==> src/rtl/fetch_branch_predictor_if.sv <==
// Fetch request and branch-resolve bundle between the fetch predictor and its neighbours.
// The master side is the predictor; the slave side is the imem plus the execute stage.
interface fetch_branch_predictor_if #(
    parameter int unsigned DATA_WIDTH = 32
);
    logic                  imem_req_valid;
    logic                  imem_req_ready;
    logic [DATA_WIDTH-1:0] imem_addr;
    logic                  pred_taken;
    logic                  resolve_valid;
    logic [DATA_WIDTH-1:0] resolve_pc;
    logic                  resolve_taken;
    logic [DATA_WIDTH-1:0] resolve_target;
    logic                  resolve_pred_taken;

    modport master (
        output imem_req_valid, imem_addr, pred_taken,
        input  imem_req_ready, resolve_valid, resolve_pc, resolve_taken,
               resolve_target, resolve_pred_taken
    );

    modport slave (
        input  imem_req_valid, imem_addr, pred_taken,
        output imem_req_ready, resolve_valid, resolve_pc, resolve_taken,
               resolve_target, resolve_pred_taken
    );
endinterface

==> src/rtl/fetch_branch_predictor.sv <==
// PC owner and fetch issuer with a direct-mapped BTB of 2-bit counters; trains on
// resolved branches and redirects/flushes the pipeline on a misprediction.
module fetch_branch_predictor #(
    parameter int unsigned           DATA_WIDTH  = 32,
    parameter logic [DATA_WIDTH-1:0] RESET_PC    = '0,
    parameter int unsigned           BTB_ENTRIES = 8
) (
    input  logic clk,
    input  logic rstN,
    input  logic stall,
    output logic flush,
    fetch_branch_predictor_if.master bus
);

    localparam int unsigned IDX_W = $clog2(BTB_ENTRIES);
    localparam int unsigned TAG_W = DATA_WIDTH - IDX_W - 2;

    typedef enum logic [1:0] {
        ST_BOOT     = 2'd0,
        ST_FETCH    = 2'd1,
        ST_REDIRECT = 2'd2
    } state_e;

    typedef struct packed {
        logic                  valid;
        logic [TAG_W-1:0]      tag;
        logic [DATA_WIDTH-1:0] target;
        logic [1:0]            ctr;
    } btb_entry_t;

    state_e                state_q, state_d;
    logic [DATA_WIDTH-1:0] pc_q, pc_d;
    btb_entry_t            btb_q [BTB_ENTRIES];
    btb_entry_t            btb_d [BTB_ENTRIES];

    logic [IDX_W-1:0]      lk_idx, rs_idx;
    logic [TAG_W-1:0]      lk_tag, rs_tag;
    logic                  lk_hit, rs_hit;
    logic                  mispredict;
    logic                  req_valid;
    logic                  accept;

    // Lookup on the current PC and on the resolving branch; both see pre-update contents
    assign lk_idx     = pc_q[IDX_W+1:2];
    assign lk_tag     = pc_q[DATA_WIDTH-1:IDX_W+2];
    assign rs_idx     = bus.resolve_pc[IDX_W+1:2];
    assign rs_tag     = bus.resolve_pc[DATA_WIDTH-1:IDX_W+2];
    assign lk_hit     = btb_q[lk_idx].valid && (btb_q[lk_idx].tag == lk_tag);
    assign rs_hit     = btb_q[rs_idx].valid && (btb_q[rs_idx].tag == rs_tag);
    assign mispredict = bus.resolve_valid && (bus.resolve_taken != bus.resolve_pred_taken);

    assign bus.imem_req_valid = req_valid;
    assign bus.imem_addr      = pc_q;
    assign bus.pred_taken     = lk_hit && btb_q[lk_idx].ctr[1];
    assign flush              = (state_q == ST_REDIRECT);

    // Next-state and next-PC; a redirect overrides any fetch accepted this cycle
    always_comb begin
        state_d   = state_q;
        pc_d      = pc_q;
        req_valid = 1'b0;
        accept    = 1'b0;

        case (state_q)
            ST_BOOT: begin
                state_d = ST_FETCH;
            end
            ST_FETCH, ST_REDIRECT: begin
                req_valid = !stall;
                state_d   = ST_FETCH;
            end
            default: begin
                state_d = ST_BOOT;
            end
        endcase

        accept = req_valid && bus.imem_req_ready;

        if (mispredict) begin
            state_d = ST_REDIRECT;
            pc_d    = bus.resolve_taken ? bus.resolve_target
                                        : bus.resolve_pc + DATA_WIDTH'(4);
        end else if (accept) begin
            pc_d = bus.pred_taken ? btb_q[lk_idx].target : pc_q + DATA_WIDTH'(4);
        end
    end

    // BTB training: saturating counter update on hit, allocate on taken miss
    always_comb begin
        for (int unsigned i = 0; i < BTB_ENTRIES; i++) begin
            btb_d[i] = btb_q[i];
        end
        if (bus.resolve_valid) begin
            if (rs_hit) begin
                if (bus.resolve_taken && (btb_q[rs_idx].ctr != 2'b11)) begin
                    btb_d[rs_idx].ctr = btb_q[rs_idx].ctr + 2'd1;
                end else if (!bus.resolve_taken && (btb_q[rs_idx].ctr != 2'b00)) begin
                    btb_d[rs_idx].ctr = btb_q[rs_idx].ctr - 2'd1;
                end
            end else if (bus.resolve_taken) begin
                btb_d[rs_idx].valid  = 1'b1;
                btb_d[rs_idx].tag    = rs_tag;
                btb_d[rs_idx].target = bus.resolve_target;
                btb_d[rs_idx].ctr    = 2'b10;
            end
        end
    end

    always_ff @(posedge clk or negedge rstN) begin
        if (!rstN) begin
            state_q <= ST_BOOT;
            pc_q    <= RESET_PC;
        end else begin
            state_q <= state_d;
            pc_q    <= pc_d;
        end
    end

    always_ff @(posedge clk or negedge rstN) begin
        if (!rstN) begin
            for (int unsigned i = 0; i < BTB_ENTRIES; i++) begin
                btb_q[i].valid  <= 1'b0;
                btb_q[i].tag    <= '0;
                btb_q[i].target <= '0;
                btb_q[i].ctr    <= 2'b01;
            end
        end else begin
            for (int unsigned i = 0; i < BTB_ENTRIES; i++) begin
                btb_q[i] <= btb_d[i];
            end
        end
    end

endmodule

==> src/flat_wrapper.sv <==
// flat-port wrapper written by rule: the top's interface ports become plain ports
module fetch_branch_predictor_flat 
#(
    parameter int unsigned           DATA_WIDTH  = 32,
    parameter logic [DATA_WIDTH-1:0] RESET_PC    = '0,
    parameter int unsigned           BTB_ENTRIES = 8
)
  (clk, rstN, stall, flush, bus_imem_req_valid, bus_imem_addr, bus_pred_taken, bus_imem_req_ready, bus_resolve_valid, bus_resolve_pc, bus_resolve_taken, bus_resolve_target, bus_resolve_pred_taken);
  fetch_branch_predictor_if #(.DATA_WIDTH(DATA_WIDTH)) bus_i ();
  input  logic clk;
  input  logic rstN;
  input  logic stall;
  output logic flush;
  output wire logic [$bits(bus_i.imem_req_valid)-1:0] bus_imem_req_valid;
  output wire logic [$bits(bus_i.imem_addr)-1:0] bus_imem_addr;
  output wire logic [$bits(bus_i.pred_taken)-1:0] bus_pred_taken;
  input wire logic [$bits(bus_i.imem_req_ready)-1:0] bus_imem_req_ready;
  input wire logic [$bits(bus_i.resolve_valid)-1:0] bus_resolve_valid;
  input wire logic [$bits(bus_i.resolve_pc)-1:0] bus_resolve_pc;
  input wire logic [$bits(bus_i.resolve_taken)-1:0] bus_resolve_taken;
  input wire logic [$bits(bus_i.resolve_target)-1:0] bus_resolve_target;
  input wire logic [$bits(bus_i.resolve_pred_taken)-1:0] bus_resolve_pred_taken;
  assign bus_imem_req_valid = bus_i.imem_req_valid;
  assign bus_imem_addr = bus_i.imem_addr;
  assign bus_pred_taken = bus_i.pred_taken;
  assign bus_i.imem_req_ready = bus_imem_req_ready;
  assign bus_i.resolve_valid = bus_resolve_valid;
  assign bus_i.resolve_pc = bus_resolve_pc;
  assign bus_i.resolve_taken = bus_resolve_taken;
  assign bus_i.resolve_target = bus_resolve_target;
  assign bus_i.resolve_pred_taken = bus_resolve_pred_taken;
  fetch_branch_predictor #(.DATA_WIDTH(DATA_WIDTH), .RESET_PC(RESET_PC), .BTB_ENTRIES(BTB_ENTRIES)) u_core (.clk(clk), .rstN(rstN), .stall(stall), .flush(flush), .bus(bus_i));
endmodule
==> config.mk <==
export PLATFORM = sky130hd
export DESIGN_NAME = fetch_branch_predictor_flat
export DESIGN_NICKNAME = d
export VERILOG_FILES = /design/src/rtl/fetch_branch_predictor_if.sv /design/src/rtl/fetch_branch_predictor.sv /design/src/flat_wrapper.sv
export SDC_FILE = /design/constraint.sdc
export NUM_CORES = 1
export LEC_CHECK = 0
export BUFFER_PORTS_ARGS = -buffer_cell sky130_fd_sc_hd__buf_2
export CAP_MARGIN = 20
export CORE_ASPECT_RATIO = 0.6
export CORE_MARGIN = 4
export CORE_UTILIZATION = 65
export DETAILED_ROUTE_END_ITERATION = 16
export PLACE_DENSITY = 0.81
export SYNTH_ARGS = -nofsm -noshare
export SYNTH_HDL_FRONTEND = slang
export SYNTH_SLANG_ARGS = --single-unit
==> constraint.sdc <==
create_clock -name clk -period 6.75 [get_ports clk]
set_clock_uncertainty 0.1 [all_clocks]
set_input_delay 1.35 -clock clk [delete_from_list [all_inputs] [get_ports clk]]
set_output_delay 1.35 -clock clk [all_outputs]
set_load 0.01 [all_outputs]
==> flow_metrics.py <==
metrics = {
    "detailed_routing": {
        "vias_per_cell": 7.162,
        "detailedRoute.firstPassIterationCount": 5,
        "met2_length_microns": 35100,
        "ant_nets": 0,
        "wl_met3_microns": 8202,
        "drt-initial-drc-count": 2550,
        "drc": 0,
        "vias": 19420,
        "routed_wl_microns": 79190,
        "wire_per_inst_microns": 29.21,
        "wl_met1_microns": 32810,
        "dr.max_layer_used": "met4",
    },
    "floorplanning": {
        "ioPinCount": 106,
        "initial_core_util": 0.6570,
        "std_cell_rows": 59,
        "fp.dieW_microns": 278.2,
        "core_area_sq_um": 43330,
        "die_h_microns": 170.1,
        "die-area_sq_um": 47320,
    },
    "clock_network": {
        "clockBufferDepth": 3,
        "holdBufCountCts": 0,
        "cts_resized": 0,
        "cts.clk_slew.worst_paths_ps": 70,
        "cts_setup_buffers": 0,
        "clk-insertion-delay-late_ps": 590,
        "ctsRootBufferMaster": "clkbuf_16",
        "cts_buffers": 48,
        "cts_tree": "built",
        "cts_num_sinks": 530,
        "ctsHtreeMaxLevel": 2,
    },
    "synthesis": {
        "yosysSeqAreaShare": 0.4662,
        "synth-edff-count": 0,
        "synth_common_cells": "dfrtp_1 (522), mux2_1 (319), mux2_2 (185), mux4_2 (163), mux2i_1 (84)",
        "synth_ff_type": "dfrtp_1",
        "yosysMostFrequentCell": "dfrtp_1",
        "synthDistinctLibCells": 78,
        "syn_inst": 2067,
        "synth_area_leaders": "dfrtp_1 (46%), mux4_2 (13%), mux2_1 (13%), mux2_2 (7.3%), mux2i_1 (3.0%)",
        "synth_seq_cells": 530,
        "async_flop_share": 1.000,
        "synth.largest_area_cell": "dfrtp_1",
        "yosys_warnings": 0,
        "synth_nets": 2145,
        "synth_top_area_frac": 0.4588,
        "synth.avg_cell_area_sq_um": 13.77,
        "syn_area_sq_um": 28470,
    },
    "pwr": {
        "p_sw_frac": 0.3168,
        "p_per_area_nw_per_um2": 323.7,
        "switchingPower_mw": 3.157,
        "peakVddDrop_v": 0.0002205,
        "combPwrFrac": 0.276,
        "clkPwrFrac": 0.272,
        "internal_power_mw": 6.807,
        "leakage_nw": 13.02,
        "p_seq_frac": 0.453,
    },
    "setup_path": {
        "reg2reg_depth": 10,
        "crit_required_ps": 5300,
        "crit_start": "u_core.bus.imem_addr[2]",
        "cp.arrival_ps": 4720,
        "slowest_stage": "dfrtp_4",
        "reg2reg_slack_ps": 1210,
        "max_stage_delay_ps": 1130,
        "critPathKind": "register to primary output",
        "end_kind": "primary output",
        "cp_common_cell": "or4_1",
        "setup.worst_path.end": "bus_pred_taken",
        "cp_num_cells": 7,
        "reg2reg_to": "u_core.bus.imem_addr[11]",
        "path_buf_inv": 1,
        "critical_path.top_delay_family": "simple AND/OR/NAND/NOR gates",
        "cp_cell_sequence": "mux4_2 > mux2i_1 > xnor2_1 > or4_1 > or4_1 > nor4_2 > buf_2",
        "worstPathMaxFanout": 47,
        "r2r-start": "u_core.bus.imem_addr[2]",
        "start_kind": "register",
    },
    "placement": {
        "port_buffers": 105,
        "dp_cells": 2622,
        "routabilityCongestion": 0.9489,
        "post-dp-hpwl_microns": 51120,
    },
    "sta": {
        "setup_tns_ps": 0,
        "min_period_ps": 6174,
        "fin_crit_sh": 0.9146,
        "finalHoldWorstSlack_ps": 383.3,
        "fmax_mhz": 162.0,
        "setup_viol": 0,
        "final-max-slew-violation-count": 0,
        "tightestPinTransition_ps": 1070,
        "hold_viol_final": 0,
        "slew-limit-headroom": 0.2869,
        "rsz0062_at_grt": "no",
    },
    "final_layout": {
        "nets": 2173,
        "utilization": 0.7102,
        "multiInputGateArea_sq_um": 14160,
        "layout-area-overhead-vs-synth_pct": 8.104,
        "instances_no_fill": 2711,
        "fill_cells": 2841,
        "seqCellArea_sq_um": 13280,
        "drive_gt1_frac": 0.2929,
    },
    "flow_run": {
        "cap_violations": 0,
    },
    "hold_path": {
        "hp-start": "u_core.btb_q[338]",
        "min_path_type": "register to register",
    },
    "grt": {
        "grt_pass1_vias": 19460,
        "grt_max_degree": 175,
        "grt-ovfl-total": 0,
        "grt_usage": 0.3341,
        "antenna_found_initial": 5,
        "grt_first_pass_wirelength_microns": 121200,
    },
    "run_status": {
        "status": "finished, final reports clean",
    },
}
-- per-layer routing --
metal / GRT usage / vias up
li1: - / 7917
met1: 0.4969 / 10120
met2: 0.4916 / 1173
met3: 0.07953 / 211
met4: 0.1158 / 0
met5: 0 / -
-- power by group through the flow --
stage | combinational (mW) | clock (mW) | sequential (mW)
after floorplan | 2.08 | 0 | 4.22
after global routing | 2.92 | 2.85 | 4.58
after detailed placement | 2.69 | 0 | 4.53
final | 2.75 | 2.71 | 4.51
after global placement | 2.60 | 0 | 4.47
after CTS | 2.72 | 2.72 | 4.48
-- layout make-up --
| type | instances | area share |
|---|---|---|
| Tap cell | 579 | 0.02354 |
| Sequential cell | 530 | 0.4316 |
| Inverter | 14 | 0.001707 |
| Timing Repair Buffer | 155 | 0.03362 |
| Clock inverter | 13 | 0.002846 |
| Clock buffer | 69 | 0.04622 |
| Multi-Input combinational cell | 1346 | 0.4600 |
| Antenna cell | 5 | 0.0004065 |
-- through the flow --
step | area (sq um) | total power [mW] | setup slack (ps)
after floorplan | 28470 | 6.296 | 2227
after global placement | 29230 | 7.067 | 1176
after detailed placement | 29230 | 7.223 | 1078
after CTS | 30740 | 9.919 | 565.4
after global routing | 30780 | 10.36 | 358.0
final | 30780 | 9.964 | 576.2
-- cell usage in the layout (no fill, tap or decap), types with 9 or more instances in the layout --
cell,Yosys,final
a2111oi_0,12,12
nand2_1,61,61
nand4_1,20,20
a211oi_1,17,17
nor4_1,21,20
o22ai_1,19,19
clkbuf_16,0,50
and3_1,18,18
a31oi_1,16,16
a21oi_1,21,21
mux2_2,185,185
inv_1,13,13
mux2i_1,84,84
buf_2,41,103
nor3_1,18,17
buf_4,13,40
dfrtp_1,522,519
clkbuf_8,0,10
mux2_1,319,319
or2_2,10,10
nor2b_1,16,16
o2bb2ai_1,9,9
nor2_1,56,56
mux4_2,163,163
buf_12,0,9
xnor2_1,59,59
o41ai_1,9,9
o21ai_0,27,27
clkbuf_1,77,9
nand3_1,44,44
xor2_1,21,21
-- state kept, by name, indices dropped and copies added, names as in the netlist --
signal,cells
u_core.state_q,2
u_core.bus.imem_addr,32
u_core.btb_q,496
-- how the worst min path moves through the flow --
stage | end | slack (ps) | depth (start not counted)
final | u_core.btb_q[338] | 380 | 1
after global routing | u_core.btb_q[68] | 400 | 1
after CTS | u_core.btb_q[89] | 380 | 1
after detailed placement | u_core.btb_q[89] | 370 | 1
after global placement | u_core.btb_q[272] | 360 | 1
after floorplan | u_core.btb_q[343] | 350 | 1
-- kinds of logic after synthesis --
logic type / count (synthesis) / synth area share
compound gates: 191 / 0.04848
xor+xnor: 80 / 0.02461
fa+ha+maj: 7 / 0.003076
buf+inv: 191 / 0.03872
flops: 530 / 0.4662
mux: 751 / 0.3578
simple gates: 317 / 0.06109
Power figures use the tool's default switching activity.
